===== src/rtl/fas_pkg.sv =====
// Shared definitions for the FAS filter path.
// Contents:
//   FAS_TAPS/FAS_DW/FAS_CW/FAS_ACCW - default tap count and widths
//   state_e                         - FIR MAC scheduler states
//   sext_prod()                     - sign-extend a DW+CW product to ACCW bits
package fas_pkg;

  localparam int unsigned FAS_TAPS = 32;
  localparam int unsigned FAS_DW   = 16;
  localparam int unsigned FAS_CW   = 20;
  localparam int unsigned FAS_ACCW = 44;
  localparam int unsigned FAS_PW   = FAS_DW + FAS_CW;

  typedef enum logic [1:0] {
    StIdle,
    StMac,
    StDone
  } state_e;

  function automatic logic [FAS_ACCW-1:0] sext_prod(input logic [FAS_PW-1:0] p);
    return {{(FAS_ACCW - FAS_PW){p[FAS_PW-1]}}, p};
  endfunction

endpackage


===== src/rtl/fir_hist_ram.sv =====
// Sample history store: DEPTH x DW register array.
// Ports:
//   clk, rst        - clock, synchronous active-high reset (zeroes array)
//   clr             - synchronous clear of every slot
//   we/waddr/wdata  - write port; a write coincident with clr lands after the clear
//   raddr/rdata     - combinational read port
module fir_hist_ram #(
  parameter int unsigned DEPTH = 32,
  parameter int unsigned DW    = 16,
  parameter int unsigned AW    = $clog2(DEPTH)
) (
  input  logic          clk,
  input  logic          rst,
  input  logic          clr,
  input  logic          we,
  input  logic [AW-1:0] waddr,
  input  logic [DW-1:0] wdata,
  input  logic [AW-1:0] raddr,
  output logic [DW-1:0] rdata
);

  logic [DW-1:0] mem_q [DEPTH];

  always_ff @(posedge clk) begin
    if (rst || clr) begin
      for (int i = 0; i < DEPTH; i++) begin
        mem_q[i] <= '0;
      end
    end
    // Later assignment wins, so a write alongside clr survives the clear.
    if (!rst && we) begin
      mem_q[waddr] <= wdata;
    end
  end

  assign rdata = mem_q[raddr];

endmodule


===== src/rtl/fir_mac_sched.sv =====
// Time-multiplexed FIR controller sharing one external signed multiplier.
// Ports:
//   clk, rst                  - clock, synchronous active-high reset
//   data_valid, data_in       - input sample strobe and signed sample
//   ready                     - sample can be accepted (idle)
//   clear_hist                - zero history and write pointer (idle only)
//   coef_we/addr/data         - coefficient table write (idle only)
//   cfg_err                   - one-cycle pulse when a config strobe was dropped while busy
//   mul_a, mul_b, mul_en      - multiplier operands x[n-k], coef[k] and their valid
//   mul_p                     - signed product, combinational from mul_a/mul_b
//   out_valid, out_data       - one-cycle result strobe, result held until the next
module fir_mac_sched
  import fas_pkg::*;
#(
  parameter int unsigned TAPS = FAS_TAPS,
  parameter int unsigned DW   = FAS_DW,
  parameter int unsigned CW   = FAS_CW,
  parameter int unsigned ACCW = FAS_ACCW
) (
  input  logic                     clk,
  input  logic                     rst,
  input  logic                     data_valid,
  input  logic [DW-1:0]            data_in,
  output logic                     ready,
  input  logic                     clear_hist,
  input  logic                     coef_we,
  input  logic [$clog2(TAPS)-1:0]  coef_addr,
  input  logic [CW-1:0]            coef_data,
  output logic                     cfg_err,
  output logic [DW-1:0]            mul_a,
  output logic [CW-1:0]            mul_b,
  output logic                     mul_en,
  input  logic [DW+CW-1:0]         mul_p,
  output logic                     out_valid,
  output logic [ACCW-1:0]          out_data
);

  localparam int unsigned AW = $clog2(TAPS);

  state_e          state_q, state_d;
  logic [AW-1:0]   wr_ptr_q;
  logic [AW-1:0]   k_q;
  logic [ACCW-1:0] acc_q;
  logic [CW-1:0]   coef_q [TAPS];

  logic            is_idle;
  logic [AW-1:0]   hist_waddr;
  logic [AW-1:0]   hist_raddr;
  logic [DW-1:0]   hist_rdata;

  assign is_idle    = (state_q == StIdle);
  // A clear coincident with a sample restarts the buffer, so the sample lands in slot 0.
  assign hist_waddr = clear_hist ? '0 : wr_ptr_q;
  // AW-bit subtraction wraps modulo TAPS (TAPS is a power of two).
  assign hist_raddr = wr_ptr_q - k_q;

  fir_hist_ram #(
    .DEPTH(TAPS),
    .DW   (DW),
    .AW   (AW)
  ) u_hist (
    .clk  (clk),
    .rst  (rst),
    .clr  (is_idle && clear_hist),
    .we   (is_idle && data_valid),
    .waddr(hist_waddr),
    .wdata(data_in),
    .raddr(hist_raddr),
    .rdata(hist_rdata)
  );

  always_comb begin
    state_d = state_q;
    ready   = 1'b0;
    mul_en  = 1'b0;
    mul_a   = '0;
    mul_b   = '0;
    unique case (state_q)
      StIdle: begin
        ready = 1'b1;
        if (data_valid) state_d = StMac;
      end
      StMac: begin
        mul_en = 1'b1;
        mul_a  = hist_rdata;
        mul_b  = coef_q[k_q];
        if (k_q == AW'(TAPS - 1)) state_d = StDone;
      end
      StDone: state_d = StIdle;
      default: state_d = StIdle;
    endcase
  end

  always_ff @(posedge clk) begin
    if (rst) begin
      state_q   <= StIdle;
      wr_ptr_q  <= '0;
      k_q       <= '0;
      acc_q     <= '0;
      out_valid <= 1'b0;
      out_data  <= '0;
      cfg_err   <= 1'b0;
      for (int i = 0; i < TAPS; i++) begin
        coef_q[i] <= '0;
      end
    end else begin
      state_q   <= state_d;
      out_valid <= 1'b0;
      // Both strobes dropped together still give a single pulse.
      cfg_err   <= !is_idle && (coef_we || clear_hist);
      unique case (state_q)
        StIdle: begin
          if (coef_we)    coef_q[coef_addr] <= coef_data;
          if (clear_hist) wr_ptr_q <= '0;
          if (data_valid) begin
            acc_q <= '0;
            k_q   <= '0;
          end
        end
        StMac: begin
          acc_q <= acc_q + sext_prod(mul_p);
          k_q   <= k_q + AW'(1);
        end
        StDone: begin
          out_data  <= acc_q;
          out_valid <= 1'b1;
          wr_ptr_q  <= wr_ptr_q + AW'(1);
        end
        default: ;
      endcase
    end
  end

endmodule


===== config.mk =====
export PLATFORM = sky130hd
export DESIGN_NAME = fir_mac_sched
export DESIGN_NICKNAME = d
export VERILOG_FILES = /design/src/rtl/fas_pkg.sv /design/src/rtl/fir_hist_ram.sv /design/src/rtl/fir_mac_sched.sv
export SDC_FILE = /design/constraint.sdc
export NUM_CORES = 2
export LEC_CHECK = 0
export CAP_MARGIN = 20
export CORE_MARGIN = 2
export CORE_UTILIZATION = 35
export DETAILED_ROUTE_END_ITERATION = 6
export GPL_TIMING_DRIVEN = 0
export SYNTH_ARGS = -nofsm -noshare
export SYNTH_HDL_FRONTEND = slang
export SYNTH_HIERARCHICAL = 1
export SYNTH_SLANG_ARGS = --single-unit

===== constraint.sdc =====
create_clock -name clk -period 7.9 [get_ports clk]
set_clock_uncertainty 0.2 [all_clocks]
set_input_delay 1.58 -clock clk [delete_from_list [all_inputs] [get_ports clk]]
set_output_delay 1.58 -clock clk [all_outputs]
set_load 0.02 [all_outputs]

== Word level (Yosys, flattened, before mapping) ==
Memory sizes are Yosys's and may differ from the RTL's. A register that Yosys moved wholly into a read port is not among the register bits.
Index checks and enable logic that the tools add are counted.

* Add/subtract/negate cells: 4
* Multipliers: 0
* Divide/modulo/power cells: 0
* Order comparisons: 0
* Eq/ne operators: 5
* Shift operators: 0
* Multiplexer cells: 29
* Bitwise operators: 0
* Reductions and logical operators: 14

{| class="wikitable"
|+ Operators with widths
! operator !! number
|-
| one-hot mux 44 bit (2 select lines) || 1
|-
| adder 44 bit || 1
|-
| two-way mux 44 bit || 1
|-
| two-way mux 20 bit || 2
|-
| two-way mux 5 bit || 5
|-
| one-hot mux 5 bit (2 select lines) || 2
|-
| OR reduction 20 bit || 1
|-
| two-way mux 16 bit || 1
|-
| two-way mux 1 bit || 14
|-
| adder 5 x 1 -> 5 bit, second input constant || 2
|-
| equality test 5 bit, second input constant || 1
|-
| subtractor 5 bit || 1
|-
| logical AND 1 bit || 4
|-
| two-way mux 2 bit || 2
|-
| inequality test 2 bit, second input constant || 2
|-
| one-hot mux 2 bit (2 select lines) || 1
|-
| AND reduction 2 bit || 2
|-
| nonzero test 2 bit || 2
|-
| equality test 2 x 1 -> 1 bit, second input constant || 1
|-
| equality test 2 bit, second input constant || 1
|-
| logical NOT 1 bit || 2
|-
| logical NOT 2 bit || 1
|-
| logical OR 1 bit || 2
|}

* Register bits after elaboration: 102
* Bits in latches: 0
* RAM bits: 1152
* Memory bits (read-only): 0
* Input port bits: 82
* Logic and storage cells: 61
* Memories: 2

{| class="wikitable"
|+ Memories
! memory !! depth !! bits a word !! read ports !! clocked after Yosys merged registers in !! wr ports !! RTL line !! RTL
|-
| coef_q || 32 || 20 || 1 || 1 || 32 || fir_mac_sched.sv:44 || <nowiki>logic [CW-1:0] coef_q [TAPS];</nowiki>
|-
| u_hist.mem_q || 32 || 16 || 1 || 0 || 33 || fir_hist_ram.sv:22 || <nowiki>logic [DW-1:0] mem_q [DEPTH];</nowiki>
|}

== Logic depth before layout (Yosys ltp) ==
* Depth after elaboration: 6
* Depth in mapped cells: 15
* Mapped depth without buffers: 12

== By module ==
The synthesis kept the hierarchy.

{| class="wikitable"
|+ By module, submodules not included
! module !! instances !! cells an instance !! area each (µm²) !! seq. area each (µm²)
|-
| fir_mac_sched || 1 || 2546 || 35388.9 || 21360.5
|-
| fir_hist_ram || 1 || 1760 || 23988.0 || 15374.7
|}

== Worst setup path before layout ==
No wires, ideal clock.

* Path type: register to output
* Start: reg wr_ptr_q[0]
* End: out mul_a[10]
* Data arrival time: 2.627 ns
* Data required time: 6.120 ns
* Path slack: 3.493 ns
* Cell stages (with the launch flop): 16
* Path buffers: 3
* Path through: dfxtp_1 inv_1 ha_1 fa_1 inv_1 a21o_1 a21oi_1 xnor2_1 buf_2 or2_2 clkbuf_1 buf_2 nor3_1 a31oi_1 nand3_1 and2_1

* Longest elaborated chain between the ends: 3

{| class="wikitable"
|+ RTL lines
! element !! RTL line !! RTL
|-
| from (decl) || fir_mac_sched.sv:41 || <nowiki>logic [AW-1:0] wr_ptr_q;</nowiki>
|-
| from (signal assigned) || fir_mac_sched.sv:127 || <nowiki>wr_ptr_q <= wr_ptr_q + AW'(1);</nowiki>
|-
| subtractor 5 bit || fir_mac_sched.sv:55 || <nowiki>assign hist_raddr = wr_ptr_q - k_q;</nowiki>
|-
| via hist_raddr[4] || fir_mac_sched.sv:48 || <nowiki>logic [AW-1:0] hist_raddr;</nowiki>
|-
| memory (32 x 16 bit) || - ||
|-
| via hist_rdata[10] || fir_mac_sched.sv:49 || <nowiki>logic [DW-1:0] hist_rdata;</nowiki>
|-
| two-way mux 16 bit || fir_mac_sched.sv:78 || <nowiki>unique case (state_q)</nowiki>
|-
| to (decl) || fir_mac_sched.sv:30 || <nowiki>output logic [DW-1:0] mul_a,</nowiki>
|}

The timed path passes the listed nets, and every way through them passes these cells.

== Final worst setup path ==
Same ends and word-level chain as after synthesis.

==> flow_metrics.env <==
export IMPL_initial_core_util_pct=35.2
export IMPL_worst_skew_pair_late_latency_ps=800
export IMPL_wl_mm=161
export IMPL_postPlaceCellArea_sq_um=63800
export IMPL_tightest_slew_ps=1110
export IMPL_path_cells="inv_1 > ha_1 > fa_1 > inv_1 > a21o_1 > a21oi_1 > xnor2_1 > buf_2 > or2_2 > clkbuf_1 > buf_2 > nor3_1 > a31oi_1 > nand3_1 > and2_1 > clkdlybuf4s50_1"
export IMPL_slew_headroom_pct=26.1
export IMPL_viasPerCell=5.11
export IMPL_finalNonFillerCells=6936
export IMPL_synthFlopType="edfxtp_1"
export IMPL_die_width_um=416
export IMPL_top_layer_used="met4"
export IMPL_synth_warnings=6
export IMPL_crit_type="flip-flop to output port"
export IMPL_die_y_um=416
export IMPL_met3_length_mm=7.31
export IMPL_final_area_sq_um=68100
export IMPL_synth_seq_area_share_pct=61.9
export IMPL_yosysTopAreaCell="edfxtp_1"
export IMPL_synth_area_per_cell_sq_um=13.8
export IMPL_core_sq_um=169000
export IMPL_synth_edf_count=1152
export IMPL_netlist_area_sq_um=59400
export IMPL_cts_made_buffers=137
export IMPL_max_clock_freq_ghz=0.146
export IMPL_final_common_cell="and2_1"
export IMPL_worst_endpoint_required_ps=6120
export IMPL_post_cts_setup_buffer_count=0
export IMPL_postCtsHoldBufs=0
export IMPL_synth_top_area_share_pct=58.3
export IMPL_final_cell_mix="1175 x and2_1, 1152 x edfxtp_1, 306 x clkbuf_1"
export IMPL_cp_slowest_cell="nor3_1"
export IMPL_synth_area_top_cells="edfxtp_1 58%, and2_1 12%, mux4_2 7.6%"
export IMPL_ys_async_sr_fraction_pct=0
export IMPL_clock_sinks=1259
export IMPL_rsz0062_at_grt="no"
export IMPL_overflow=0
export IMPL_antenna_found_initial=6
export IMPL_die_area_sq_um=173000
export IMPL_cts_tree="built"
export IMPL_status="finished with violations"
export IMPL_grt_total_usage_pct=18.4
export IMPL_grt_pass1_wl_mm=237
export IMPL_fin_hold_ws_ps=255
export IMPL_drtPass1Iterations=7
export IMPL_critical_path_max_stage_delay_ps=880
export IMPL_fill_cells=15700
export IMPL_htreeDepth=4
export IMPL_wl_per_cell_um=23.2
export IMPL_yosysUniqueCellTypes=77
export IMPL_cts_root_buf="clkbuf_16"
export IMPL_cp_start_kind="flip-flop"
export IMPL_clk_pin_slew_worst_paths_ps=60
export IMPL_fp_row_count=151
export IMPL_power_density_nw_per_um2=225
export IMPL_drc_errors=1
export IMPL_final_net_count=4744
export IMPL_setup_viol=0
export IMPL_min_path_type="flip-flop to flip-flop"
export IMPL_num_io_pins=166
export IMPL_critical_path_top_delay_family="simple AND/OR/NAND/NOR gates"
export IMPL_area_delta_synth_final_pct=14.6
export IMPL_wl_met1_mm=70.7
export IMPL_drive_above_1_share_pct=11.7
export IMPL_syn_nets=4440
export IMPL_dp_cells=6689
export IMPL_end_kind="output port"
export IMPL_ctsResizeCount=0
export IMPL_num_vias=35400
export IMPL_power_leakage_nw=24.3
export IMPL_violations="design-rule violations"
export IMPL_vdd_ir_drop_max_uv=229
export IMPL_cp_arrival_ps=5060
export IMPL_crit_fanout=10
export IMPL_min_period_ps=6840
export IMPL_path_buf_inv=6
export IMPL_period_share_pct=86.6
export IMPL_maxCapViolCount=0
export IMPL_grt_pass1_vias=36200
export IMPL_wl_met2_mm=77.1
export IMPL_hpwl_mm=115
export IMPL_drt_initial_drc_count=2960
export IMPL_gp_congestion=0.853
export IMPL_clockBufferDepth=3
export IMPL_portBuffers=164
export IMPL_syn_inst=4306
export IMPL_slew_violations=0
export IMPL_finalSetupTns_ps=0
export IMPL_finalHoldViolations=0
export IMPL_synth_seq_cells=1259
export IMPL_grt_max_degree=21
export IMPL_ant_nets=0
export IMPL_total_power_mw=15.3
==> report_power, final <==
part	internal, mW	switching (mW)	total (mW)
clock network	3.36	2.78	6.14
logic	0.566	0.985	1.55
registers	7.55	0.0881	7.64
total	11.5	3.86	15.3
==> final timing paths <==
check | cells after the start | end | startpoint | slack, ps
worst min register to register | 2 | out_data[14]$_SDFFE_PP0P_ | out_data[14]$_SDFFE_PP0P_ | 260
worst max register to register | 7 | u_hist/mem_q[26][9]$_SDFFCE_PN0P_ | state_q[0]$_SDFFE_PP0P_ | 4120
worst max-delay path | 16 | mul_a[10] | wr_ptr_q[0]$_SDFFE_PP0P_ | 1060
worst min-delay path | 2 | out_data[14]$_SDFFE_PP0P_ | out_data[14]$_SDFFE_PP0P_ | 260
==> stage by stage <==
step / util [%] / setup slack [ps]
after floorplan: - / 3490
after global placement: 37.8 / 803
after detailed placement: 37.8 / 1910
after CTS: 40.3 / 1020
after global routing: 40.3 / 815
final: 40.3 / 1060
==> cells by family after synthesis <==
kind of cell | share of synthesized area [%]
AND/OR/NAND/NOR | 16.9
flip-flops | 61.9
multiplexers | 12.3
buffers and inverters | 2.78
AO/OA/AOI/OAI | 4.42
adder cells (fa/ha/maj) | 1.12
XOR/XNOR | 0.679
==> cell usage after synthesis (44+ instances only) <==
cell / number
buf_2: 44
dfxtp_1: 107
mux2i_1: 276
edfxtp_1: 1152
ha_1: 50
mux4_2: 200
nor2_1: 97
a22o_1: 51
a22oi_1: 73
nand3_1: 58
nand2_1: 165
clkbuf_1: 272
and2_1: 1175
a21oi_1: 136
==> routing by layer <==
metal  up-vias  track usage [%]
met5         -                0
met4         0             6.72
met2       898             30.1
met1     18100             24.9
met3       257             2.50
li1      16200                -
==> worst register-to-register path: cells and delay by family (launching register included) <==
family,cells,cell delay (ps)
and+or+nand+nor,6,2480
DFF,1,380
buffers and inverters,1,320
==> area by class of cell <==
cell class	count	area, sq um	area share, %
Sequential cell	1259	36700	54.0
Clock buffer	172	3570	5.24
Inverter	21	78.8	0.116
Antenna cell	3	7.51	0.0110
Tap cell	2218	2780	4.08
Multi-Input combinational cell	2656	21000	30.8
Timing Repair Buffer	165	1650	2.42
Buffer	370	1570	2.31
Clock inverter	72	684	1.01
==> registers in the layout (all words and copies together) (netlist names), named ones only <==
signal and count:
acc_q 44, cfg_err 1, coef_q 640, k_q 5, out_data 44, out_valid 1
state_q 2, u_hist/mem_q 512, wr_ptr_q 5
(Power assumes the default switching activity.)
